File: src/rtl/alu_pkg.sv
// Shared definitions for the registered two-operand ALU: operation encoding
// and control width.
package alu_pkg;

  localparam int unsigned CTRL_W = 2;

  typedef enum logic [CTRL_W-1:0] {
    ALU_ADD = 2'b00,
    ALU_SUB = 2'b01,
    ALU_AND = 2'b10,
    ALU_OR  = 2'b11
  } alu_op_e;

  // Signed overflow of x + y = s: operands share a sign the sum does not.
  function automatic logic add_ovf(input logic x_msb, input logic y_msb, input logic s_msb);
    return (x_msb == y_msb) && (s_msb != x_msb);
  endfunction

endpackage

File: src/rtl/alu_addsub.sv
// Combinational adder/subtractor: one shared adder, b inverted and carry-in
// raised for subtraction so a - b is formed as a + ~b + 1.
module alu_addsub
  import alu_pkg::*;
#(
  parameter int unsigned width_p = 4
) (
  input  logic [width_p-1:0] a_i,
  input  logic [width_p-1:0] b_i,
  input  logic               sub_i,
  output logic [width_p-1:0] sum_o,
  output logic               ov_o
);

  logic [width_p-1:0] b_eff_s;
  logic [width_p-1:0] cin_s;

  assign b_eff_s = b_i ^ {width_p{sub_i}};
  assign cin_s   = {{(width_p-1){1'b0}}, sub_i};
  // Carry-out is intentionally dropped; the result wraps modulo 2^width_p.
  assign sum_o   = a_i + b_eff_s + cin_s;
  // With b inverted, "same sign as effective b" covers the subtract rule too.
  assign ov_o    = add_ovf(a_i[width_p-1], b_eff_s[width_p-1], sum_o[width_p-1]);

endmodule

File: src/rtl/alu_reg_unit.sv
// Two-operand ALU (ADD/SUB/AND/OR) with registered result and signed
// overflow flag; one-cycle latency, synchronous active-high reset.
module alu_reg_unit
  import alu_pkg::*;
#(
  parameter int unsigned width_p = 4
) (
  input  logic                clk,
  input  logic                reset,
  input  logic [CTRL_W-1:0]   control,
  input  logic [width_p-1:0]  a,
  input  logic [width_p-1:0]  b,
  output logic [width_p-1:0]  res,
  output logic                ov
);

  alu_op_e            op_s;
  logic               sub_s;
  logic [width_p-1:0] sum_s;
  logic               sum_ov_s;
  logic [width_p-1:0] res_d;
  logic               ov_d;
  logic [width_p-1:0] res_q;
  logic               ov_q;

  assign op_s  = alu_op_e'(control);
  assign sub_s = (op_s == ALU_SUB);

  alu_addsub #(
    .width_p (width_p)
  ) u_addsub (
    .a_i   (a),
    .b_i   (b),
    .sub_i (sub_s),
    .sum_o (sum_s),
    .ov_o  (sum_ov_s)
  );

  // Operation select; anything unrecognised behaves as ADD.
  always_comb begin
    res_d = sum_s;
    ov_d  = sum_ov_s;
    unique case (op_s)
      ALU_ADD: begin
        res_d = sum_s;
        ov_d  = sum_ov_s;
      end
      ALU_SUB: begin
        res_d = sum_s;
        ov_d  = sum_ov_s;
      end
      ALU_AND: begin
        res_d = a & b;
        ov_d  = 1'b0;
      end
      ALU_OR: begin
        res_d = a | b;
        ov_d  = 1'b0;
      end
      default: begin
        res_d = sum_s;
        ov_d  = sum_ov_s;
      end
    endcase
  end

  // Output register; reset overrides the incoming operation.
  always_ff @(posedge clk) begin
    if (reset) begin
      res_q <= {width_p{1'b0}};
      ov_q  <= 1'b0;
    end else begin
      res_q <= res_d;
      ov_q  <= ov_d;
    end
  end

  assign res = res_q;
  assign ov  = ov_q;

endmodule

File: config.mk
export PLATFORM = sky130hd
export DESIGN_NAME = alu_reg_unit
export DESIGN_NICKNAME = d
export VERILOG_FILES = /design/src/rtl/alu_pkg.sv /design/src/rtl/alu_addsub.sv /design/src/rtl/alu_reg_unit.sv
export SDC_FILE = /design/constraint.sdc
export NUM_CORES = 1
export LEC_CHECK = 0
export BUFFER_PORTS_ARGS = -buffer_cell sky130_fd_sc_hd__buf_2
export CAP_MARGIN = 25
export CORE_AREA = 2 2 39 41
export CTS_BUF_LIST = sky130_fd_sc_hd__clkbuf_4
export DETAILED_ROUTE_END_ITERATION = 8
export DIE_AREA = 0 0 41 43
export GPL_ROUTABILITY_DRIVEN = 0
export GPL_TIMING_DRIVEN = 0
export PLACE_DENSITY_LB_ADDON = 0.05
export SLEW_MARGIN = 15
export SYNTH_ARGS = -nofsm -noshare
export SYNTH_HDL_FRONTEND = slang
export SYNTH_SLANG_ARGS = --single-unit
export TNS_END_PERCENT = 30
File: constraint.sdc
create_clock -name clk -period 1.8 [get_ports clk]
set_input_delay 0.09 -clock clk [delete_from_list [all_inputs] [get_ports clk]]
set_output_delay 0.09 -clock clk [all_outputs]
set_load 0.05 [all_outputs]
# Yosys cells after proc, flatten, opt, wreduce, memory -nomap -nowiden
# Cells that the tools add are included.
[totals]
regBits = 5
inputBits = 12
[classes]
addsub = 2
eq_ne = 5
muxes = 2
bitwise = 3
reduce_logical = 4
[op_table]
columns = ["cell", "n"]
rows = [
  ["case mux 4 bit (3 select lines)", 1],
  ["adder 4 x 1 -> 4 bit", 1],
  ["adder 4 bit", 1],
  ["bitwise AND 4 bit", 1],
  ["equality test 2 bit, second input constant", 2],
  ["OR 4 bit", 1],
  ["OR reduction 2 bit", 2],
  ["bitwise XOR 4 bit", 1],
  ["equality test 2 x 1 -> 1 bit, second input constant", 1],
  ["zero test 2 bit", 1],
  ["case mux 1 bit (2 select lines)", 1],
  ["equality test 1 bit", 1],
  ["logical AND 1 bit", 1],
  ["inequality test 1 bit", 1],
]

# Logic depth before layout (Yosys ltp)
# Gate-level depths: netlist (run 1).
[logic_depth]
word_depth = 7
mapped_depth = 8
mapped_depth_nobuf = 7

# Cells and area by module
# A second synthesis (run 1) with hierarchy kept.
[unflattened]
hier_cells = 40
area_unflattened_um2 = 370.4
[modules_own_cells]
columns = ["mod", "n_inst", "cells_each", "area_per_inst_um2", "seq_area_each_um2"]
rows = [
  ["alu_reg_unit", 1, 24, 212.7, 100.1],
  ["alu_addsub", 1, 16, 157.7, 0.0],
]

# Worst setup path after synthesis (run 1)
# No wires, ideal clock.
[synth_path]
path_kind = "input to register"
start = "input control[1]"
end = "register ov_q, in the netlist ov"
setup_time_ns = 0.086
arrival_time_ns = 1.836
slack_ns = -0.121
cell_stages = 8
n_path_buf = 1
path_cell_list = "clkbuf_1 > nand2b_1 > xnor2_1 > ha_1 > and4b_4 > a221oi_4 > or3_1 > a211oi_1"
[synth_between]
elab_chain_cells = 7
[synth_rtl]
columns = ["element", "line", "rtl"]
rows = [
  ["start: declaration", "alu_reg_unit.sv:10", "input logic [CTRL_W-1:0] control,"],
  ["equality test 2 x 1 -> 1 bit", "alu_reg_unit.sv:27, alu_reg_unit.sv:43", ""],
  ["bitwise XOR 4 bit", "alu_addsub.sv:18", "assign b_eff_s = b_i ^ {width_p{sub_i}};"],
  ["adder 4 bit", "alu_addsub.sv:21", "assign sum_o = a_i + b_eff_s + cin_s;"],
  ["adder 4 x 1 -> 4 bit", "alu_addsub.sv:21", ""],
  ["inequality test 1 bit", "alu_pkg.sv:16", "return (x_msb == y_msb) && (s_msb != x_msb);"],
  ["logical AND 1 bit", "alu_pkg.sv:16", ""],
  ["case mux 1 bit (2 select lines) *", "alu_reg_unit.sv:43", "unique case (op_s)"],
  ["end signal: assignment", "alu_reg_unit.sv:74", "ov_q <= ov_d;"],
  ["end: declaration", "alu_reg_unit.sv:24", "logic ov_q;"],
]
# Every way passes the cells marked *; elsewhere a longest branch is shown, timed or not.
# A chain may end at the register's enable or synchronous reset.

# Final worst setup path (run 1)
# Ends and elaborated chain as after synthesis.

==> results of run 1 <==
## registers in the layout, summed over array words and instances, names as in the netlist
| signal | count |
|---|---|
| ov | 1 |
| res | 4 |
## worst max path at each step
stage	from	end	slack, ps	depth (start not counted)
2_1_floorplan	control[1]	ov	0.5	8
3_3_place_gp	control[1]	ov	-240	9
3_5_place_dp	control[1]	ov	-260	9
4_1_cts	control[1]	ov	1	9
5_1_grt	control[1]	res[3]	10	9
6_report	control[1]	ov	100	9
## timing repair
item | CTS | global route
gates resized for setup | 0 | 4
setup buffers | 0 | 1
setup endpoints to repair | 1 | 2
endpoints found under the hold margin | 0 | 0
pin swaps | 1 | 6
## synth_stat cells (all sizes together)
cell type	count	area [µm²]
nand2b	1	6.26
fa	1	20.0
a211oi	2	15.0
a311oi	1	8.76
a221oi	1	26.3
xor2	1	8.76
xnor2	5	43.8
nand3b	1	7.51
o21ai	1	5.00
o31ai	1	7.51
a21oi	2	10.0
a31o	1	8.76
ha	4	50.1
clkbuf	1	3.75
maj3	2	20.0
buf	1	11.3
nand3	1	5.00
or3	1	6.26
nand2	1	3.75
dfxtp	5	100
mux2i	1	10.0
nor2	5	18.8
inv	5	18.8
and4b	1	13.8
## stage by stage
step | hold slack [ps] | total power [mW] | setup TNS (ps) | area [µm²]
6_report | 92.3 | 0.443 | 0 | 587
5_1_grt | 95.6 | 0.476 | 0 | 587
4_1_cts | 86.8 | 0.447 | 0 | 566
3_5_place_dp | 348 | 0.298 | -496 | 536
3_3_place_gp | 345 | 0.297 | -446 | 536
2_1_floorplan | 162 | 0.256 | 0 | 440
## routing by layer
metal  share of wire [%]  GRT usage, %  vias to the layer above
li1                    -             -                      200
met1                  47          14.6                      158
met2                  49          16.6                       10
met3                 3.6             0                        0
met4                   0          10.0                        0
met5                   0             0                        -
## layout make-up
cell class	count	area share (%)
multi-input cells	34	53.3
flip-flops and latches	5	17.1
repair buffers	16	14.1
clock buffers	4	5.12
plain buffers	2	3.84
well taps	16	3.41
inverters	5	3.20
## worst max-delay path: stages
cell and delay (ps):
buf_2 110, buf_6 130, nand2b_4 160, xnor2_1 120
ha_1 350, and4b_4 260, a221oi_4 70, or3_1 380
a211oi_2 180
## cell families after synthesis
| kind of cell | share of synthesized area [%] |
|---|---|
| xor gates and xnor gates | 12.2 |
| adders and majority gates | 21.0 |
| DFF | 23.3 |
| and+or+nand+nor | 14.3 |
| buffers and inverters | 7.87 |
| AOI/OAI and AO/OA | 19.0 |
| muxes | 2.33 |
## where the power goes
part | switching [mW] | total [mW] | internal, mW
combinational | 0.104 | 0.177 | 0.0732
clock | 0.0431 | 0.142 | 0.0986
sequential | 0.00200 | 0.124 | 0.122
==> results.md, run 1 <==
- Routed WL: 823 µm
- Vias/cell: 4.49
- Multi-input logic area: 313 µm²
- Row count: 14
- CTS tree: done
- Unrepaired setup endpoints after global routing: false
- Most common cell after layout, fill and taps aside: buf_2
- Critical path arrival: 1860 ps
- Power density cells: 755 mW/mm²
- Cell variety after synth: 24
- Routed WL per cell: 10.0 µm
- Area growth syn-to-layout: 36.7%
- Status: finished clean
- Crit end category: flip-flop
- I/O pins: 17
- Worst vdd ir: 0.000186 V
- Minimum clock period: 1700 ps
- Final hold violation count: 0
- Drt initial violations: 2
- Buffers added on ports: 15
- Max-Cap Viols: 0
- Worst-case clock buffer depth: 2
- Clk sinks: 5
- Filler Cell Count: 152
- Hold-fix buffers, CTS: 0
- Most frequent cells in the layout: 15 x buf_2, 5 x inv_1, 5 x xnor2_1, 5 x nor2_1, 5 x dfxtp_1
- Synth Instances: 46
- Hold Path End: ov
- Finished Layout Cells: 82
- Worst Path Max Fanout: 10
- H-tree levels: 1
- Syn_area_per_cell: 9.33 µm²
- Reg clk slew, reported paths: 40 ps
- Fraction of layout instances using a drive strength above 1: 42.4%
- Final Slew Violations: 0
- Vias in the first global route: 349
- Sequential area share after synthesis: 23.3%
- Core area: 0.00138 mm²
- Min-Delay Path Class: in -> reg
- CP Data Required Time: 1960 ps
- Finished Core Util: 42.4%
- Setup crit start kind: primary input
- Initial core utilization: 31.0%
- Slew HR: 81.3%
- Nets@finish: 84
- Syn nets: 63
- Root buf cell: clkbuf_4
- DR vias: 368
- Final period util: 94.5%
- Die ar.: 0.00176 mm²
- Ant. Diodes: 0
- Pre-CTS setup slack: -258 ps
- Post-route setup slack: 99.4 ps
- Syn. warnings: 0
- Area occupied by registers: 100 µm²
- Die width: 41 µm
- Drt pass-1 iters: 3
- Fmax: 588 MHz
- P_leak: 0.276 nW
- DRC viols: 0
- Antenna violations before repair: 0
- Worst-Margin Slew: 280 ps
- Critical path class: in -> reg
- All-layer global routing usage: 11.4%
- WHS Path Cells: 2
- Placed Cells: 77
- Num CTS Buffers: 3
- First-pass GRT wire length: 1.36 mm
- DIE HEIGHT: 43 µm
- Yosys reg bits: 5
- Mapped cell area: 429 µm²
- Final setup viols: 0
- Hold path start: reset
- Overflow after GRT: 0
- Largest net degree at the start of global routing: 11
- Antenna Nets Post-Route: 0
Note: power is estimated with default switching activity, not from simulation.
==> inputs of run 2 (changes only) <==
--- a/config.mk
+++ b/config.mk
@@ -5,6 +5,7 @@
 export SDC_FILE = /design/constraint.sdc
 export NUM_CORES = 1
 export LEC_CHECK = 0
+export ABC_AREA = 1
 export BUFFER_PORTS_ARGS = -buffer_cell sky130_fd_sc_hd__buf_2
 export CAP_MARGIN = 25
 export CORE_AREA = 2 2 39 41
==> run 2 against run 1 <==
Compared with the run above: hold slack worse by 33 ps; maximum frequency increased by 26%; global-route usage increased by 0.89 points; largest cell class unchanged; final area up 0.21%; utilization rose by 0.090 points; final cell count grew 26%; first-iteration DRC count down 50%; sequential share of layout area hardly changed; flip-flop and latch count is the same; highest routed layer is now met4; die area stayed put; via count up 18%; synthesized cell count increased by 46%.
==> results.md, run 2 <==
- Pint: 0.274 mW (was 0.294 mW)
- Clock power share: 33.3% (was 32.0%)
- Buffers added on ports: 16 (was 15)
- Yosys reg bits: 5 (unchanged)
- Largest register FFs: 4 (unchanged)
- XOR/XNOR share of the synthesized area: 5.74% (was 12.2%)
- Vias in the first global route: 401 (was 349)
- Psw: 0.146 mW (was 0.149 mW)
- Initial core utilization: 33.1% (was 31.0%)
- Syn nets: 84 (was 63)
- Overflow after GRT: 0 (unchanged)
- Switch share: 34.7% (was 33.6%)
- Setup crit start kind: primary input (unchanged)
- Minimum clock period: 1350 ps (was 1700 ps)
- Nets@finish: 105 (was 84)
- Share of Yosys cell area claimed by the top area cell type: 21.9% (was 23.3%)
- Main combinational cell family by area after synthesis: simple AND/OR/NAND/NOR gates (was adder cells)
- Syn_area_per_cell: 6.83 µm² (was 9.33 µm²)
- Finished Core Util: 42.5% (was 42.4%)
- CTS tree: done (unchanged)
- Number of synthesized flops with an enable pin: 0 (unchanged)
- Die ar.: 0.00176 mm² (unchanged)
- Max layer used: met4 (was met3)
- Crit end category: flip-flop (unchanged)
- Sequential area share after synthesis: 21.9% (was 23.3%)
- Most frequent cell after synthesis: nand2_1
- Routed WL per cell: 8.31 µm (was 10.0 µm)
- Comb power frac: 37.4% (was 40.0%)
- Max-Cap Viols: 0 (unchanged)
- Root buf cell: clkbuf_4 (unchanged)
- Routed WL: 856 µm (was 823 µm)
- I/O pins: 17 (unchanged)
- Final Slew Violations: 0 (unchanged)
- Wl on met1: 406 µm (was 390 µm)
- Worst-Margin Slew: 243 ps (was 280 ps)
- Power density cells: 714 mW/mm² (was 755 mW/mm²)
- Post-route setup slack: 454 ps (was 99.4 ps)
- Largest area contributor in the netlist: dfxtp_1 (unchanged)
- Drt pass-1 iters: 3 (unchanged)
- Post-CTS Resized: 0 (unchanged)
- Min-Delay Path Class: in -> reg (unchanged)
- First-pass GRT wire length: 1.48 mm (was 1.36 mm)
- Critical path arrival: 1510 ps (was 1860 ps)
- Ys flop type: dfxtp_1 (unchanged)
- Post-CTS Setup Inserts: 0 (unchanged)
- Largest net degree at the start of global routing: 7 (was 11)
- Synth Area in Compound Gates: 9.56% (was 19.0%)
- P_leak: 0.344 nW (was 0.276 nW)
- Worst vdd ir: 0.000181 V (was 0.000186 V)
- Post-DP HPWL: 779 µm
- CP Data Required Time: 1960 ps (about the same)
- Worst Path Max Fanout: 6 (was 10)
- Antenna Nets Post-Route: 0 (unchanged)
- Most common cell after layout, fill and taps aside: nand2_1 (was buf_2)
- Final hold violation count: 0 (unchanged)
- Mux contribution to synthesized area: 0% (was 2.33%)
- Vias/cell: 4.22 (was 4.49)
- Num CTS Buffers: 3 (unchanged)
- DRC viols: 0 (unchanged)
- Top cells by area, synth: dfxtp_1 22%, nand2_1 14%, ha_1 11%, inv_1 9.8%, nand3_2 6.6% (was dfxtp_1 23%, ha_1 12%, xnor2_1 10%, a221oi_4 6.1%, fa_1 4.7%)
- Met2 routed WL: 402 µm (unchanged)
- Worst-case clock buffer depth: 2 (unchanged)
- Asr flop ratio synth: 0% (unchanged)
- Antenna violations before repair: 0 (unchanged)
- Slew HR: 83.8% (was 81.3%)
- Post-Synth Simple-Gate Area: 36.1% (was 14.3%)
- Setup TNS: 0 ps (unchanged)
- Mapped cell area: 458 µm² (was 429 µm²)
- Fraction of layout instances using a drive strength above 1: 33.3% (was 42.4%)
- Status: finished clean (unchanged)
- Unrepaired setup endpoints after global routing: false (unchanged)
- Synth Instances: 67 (was 46)
- Metal3 WL: 38 µm (was 30 µm)
- Die width: 41 µm (unchanged)
- Reg clk slew, reported paths: 40 ps (about the same)
- Clk sinks: 5 (unchanged)
- Final setup viols: 0 (unchanged)
- Commonest cells in the netlist: 17 x nand2_1, 12 x inv_1, 5 x dfxtp_1 (was 5 x dfxtp_1, 5 x inv_1, 5 x nor2_1, 5 x xnor2_1, 4 x ha_1)
- Row count: 14 (unchanged)
- Adder-Cell Fraction of Synth Area: 15.3% (was 21.0%)
- Ant. Diodes: 0 (unchanged)
- Drt initial violations: 1 (was 2)
- Final period util: 74.8% (was 94.5%)
- All-layer global routing usage: 12.3% (was 11.4%)
- Area growth syn-to-layout: 28.4% (was 36.7%)
- Hold-fix buffers, CTS: 0 (unchanged)
- Most frequent cells in the layout: 17 x nand2_1, 16 x buf_2, 12 x inv_1 (was 15 x buf_2, 5 x inv_1, 5 x xnor2_1, 5 x nor2_1, 5 x dfxtp_1)
- Critical path class: in -> reg (unchanged)
- H-tree levels: 1 (unchanged)
- Flop pwr share: 29.4% (was 28.0%)
- Syn. warnings: 0 (unchanged)
- DR vias: 435 (was 368)
- Pre-CTS setup slack: 190 ps (was -258 ps)
- Core area: 0.00138 mm² (unchanged)
- Cell variety after synth: 21 (was 24)
- DIE HEIGHT: 43 µm (unchanged)
- Fmax: 743 MHz (was 588 MHz)
run 2: layer usage:
| layer | global-route usage (%) | vias up |
|---|---|---|
| met5 | 0 | - |
| met4 | 12.0 | 0 |
| met3 | 0 | 2 |
| met2 | 17.5 | 11 |
| met1 | 15.6 | 174 |
| li1 | - | 248 |
run 2: final timing paths:
| path | slack [ps] | cells after the start | to | from |
|---|---|---|---|---|
| worst max-delay path | 450 | 7 | res[1] | control[1] |
| worst min-delay path | 60 | 2 | res[1] | reset |
run 2: critical path, stage by stage:
cell	delay (ps)
buf_2	140
inv_2	70
nand2_4	90
xor2_1	240
fa_1	450
or2_2	270
a31oi_1	160
run 2: power groups by stage:
stage          Sequential, mW  Combinational [mW]  Clock (mW)
5_1_grt                 0.125               0.177       0.149
4_1_cts                 0.123               0.159       0.147
3_3_place_gp            0.125               0.159           0
3_5_place_dp            0.125               0.159           0
6_report                0.123               0.157       0.140
2_1_floorplan           0.163              0.0790           0
run 2: cell type report:
cell class,instances,area (µm²)
Fill cell,151,796
Sequential cell,5,100
Multi-Input combinational cell,48,305
Clock buffer,4,30.0
Inverter,14,52.6
Tap cell,16,20.0
Timing Repair Buffer,16,80.1
run 2: stage by stage:
| stage | hold slack (ps) | cells | area, µm² | power (mW) |
|---|---|---|---|---|
| after floorplan | 159 | 67 | 458 | 0.242 |
| after global placement | 302 | 99 | 558 | 0.284 |
| after detailed placement | 309 | 99 | 558 | 0.284 |
| after CTS | 53.9 | 103 | 588 | 0.429 |
| after global routing | 63.2 | 103 | 588 | 0.451 |
| final | 59.6 | 103 | 588 | 0.420 |
run 2: logic make-up after synthesis:
group / count (synthesis)
AOI/OAI and AO/OA: 7
adders and majority gates: 5
DFF: 5
and+or+nand+nor: 33
buffers and inverters: 14
xor gates and xnor gates: 3
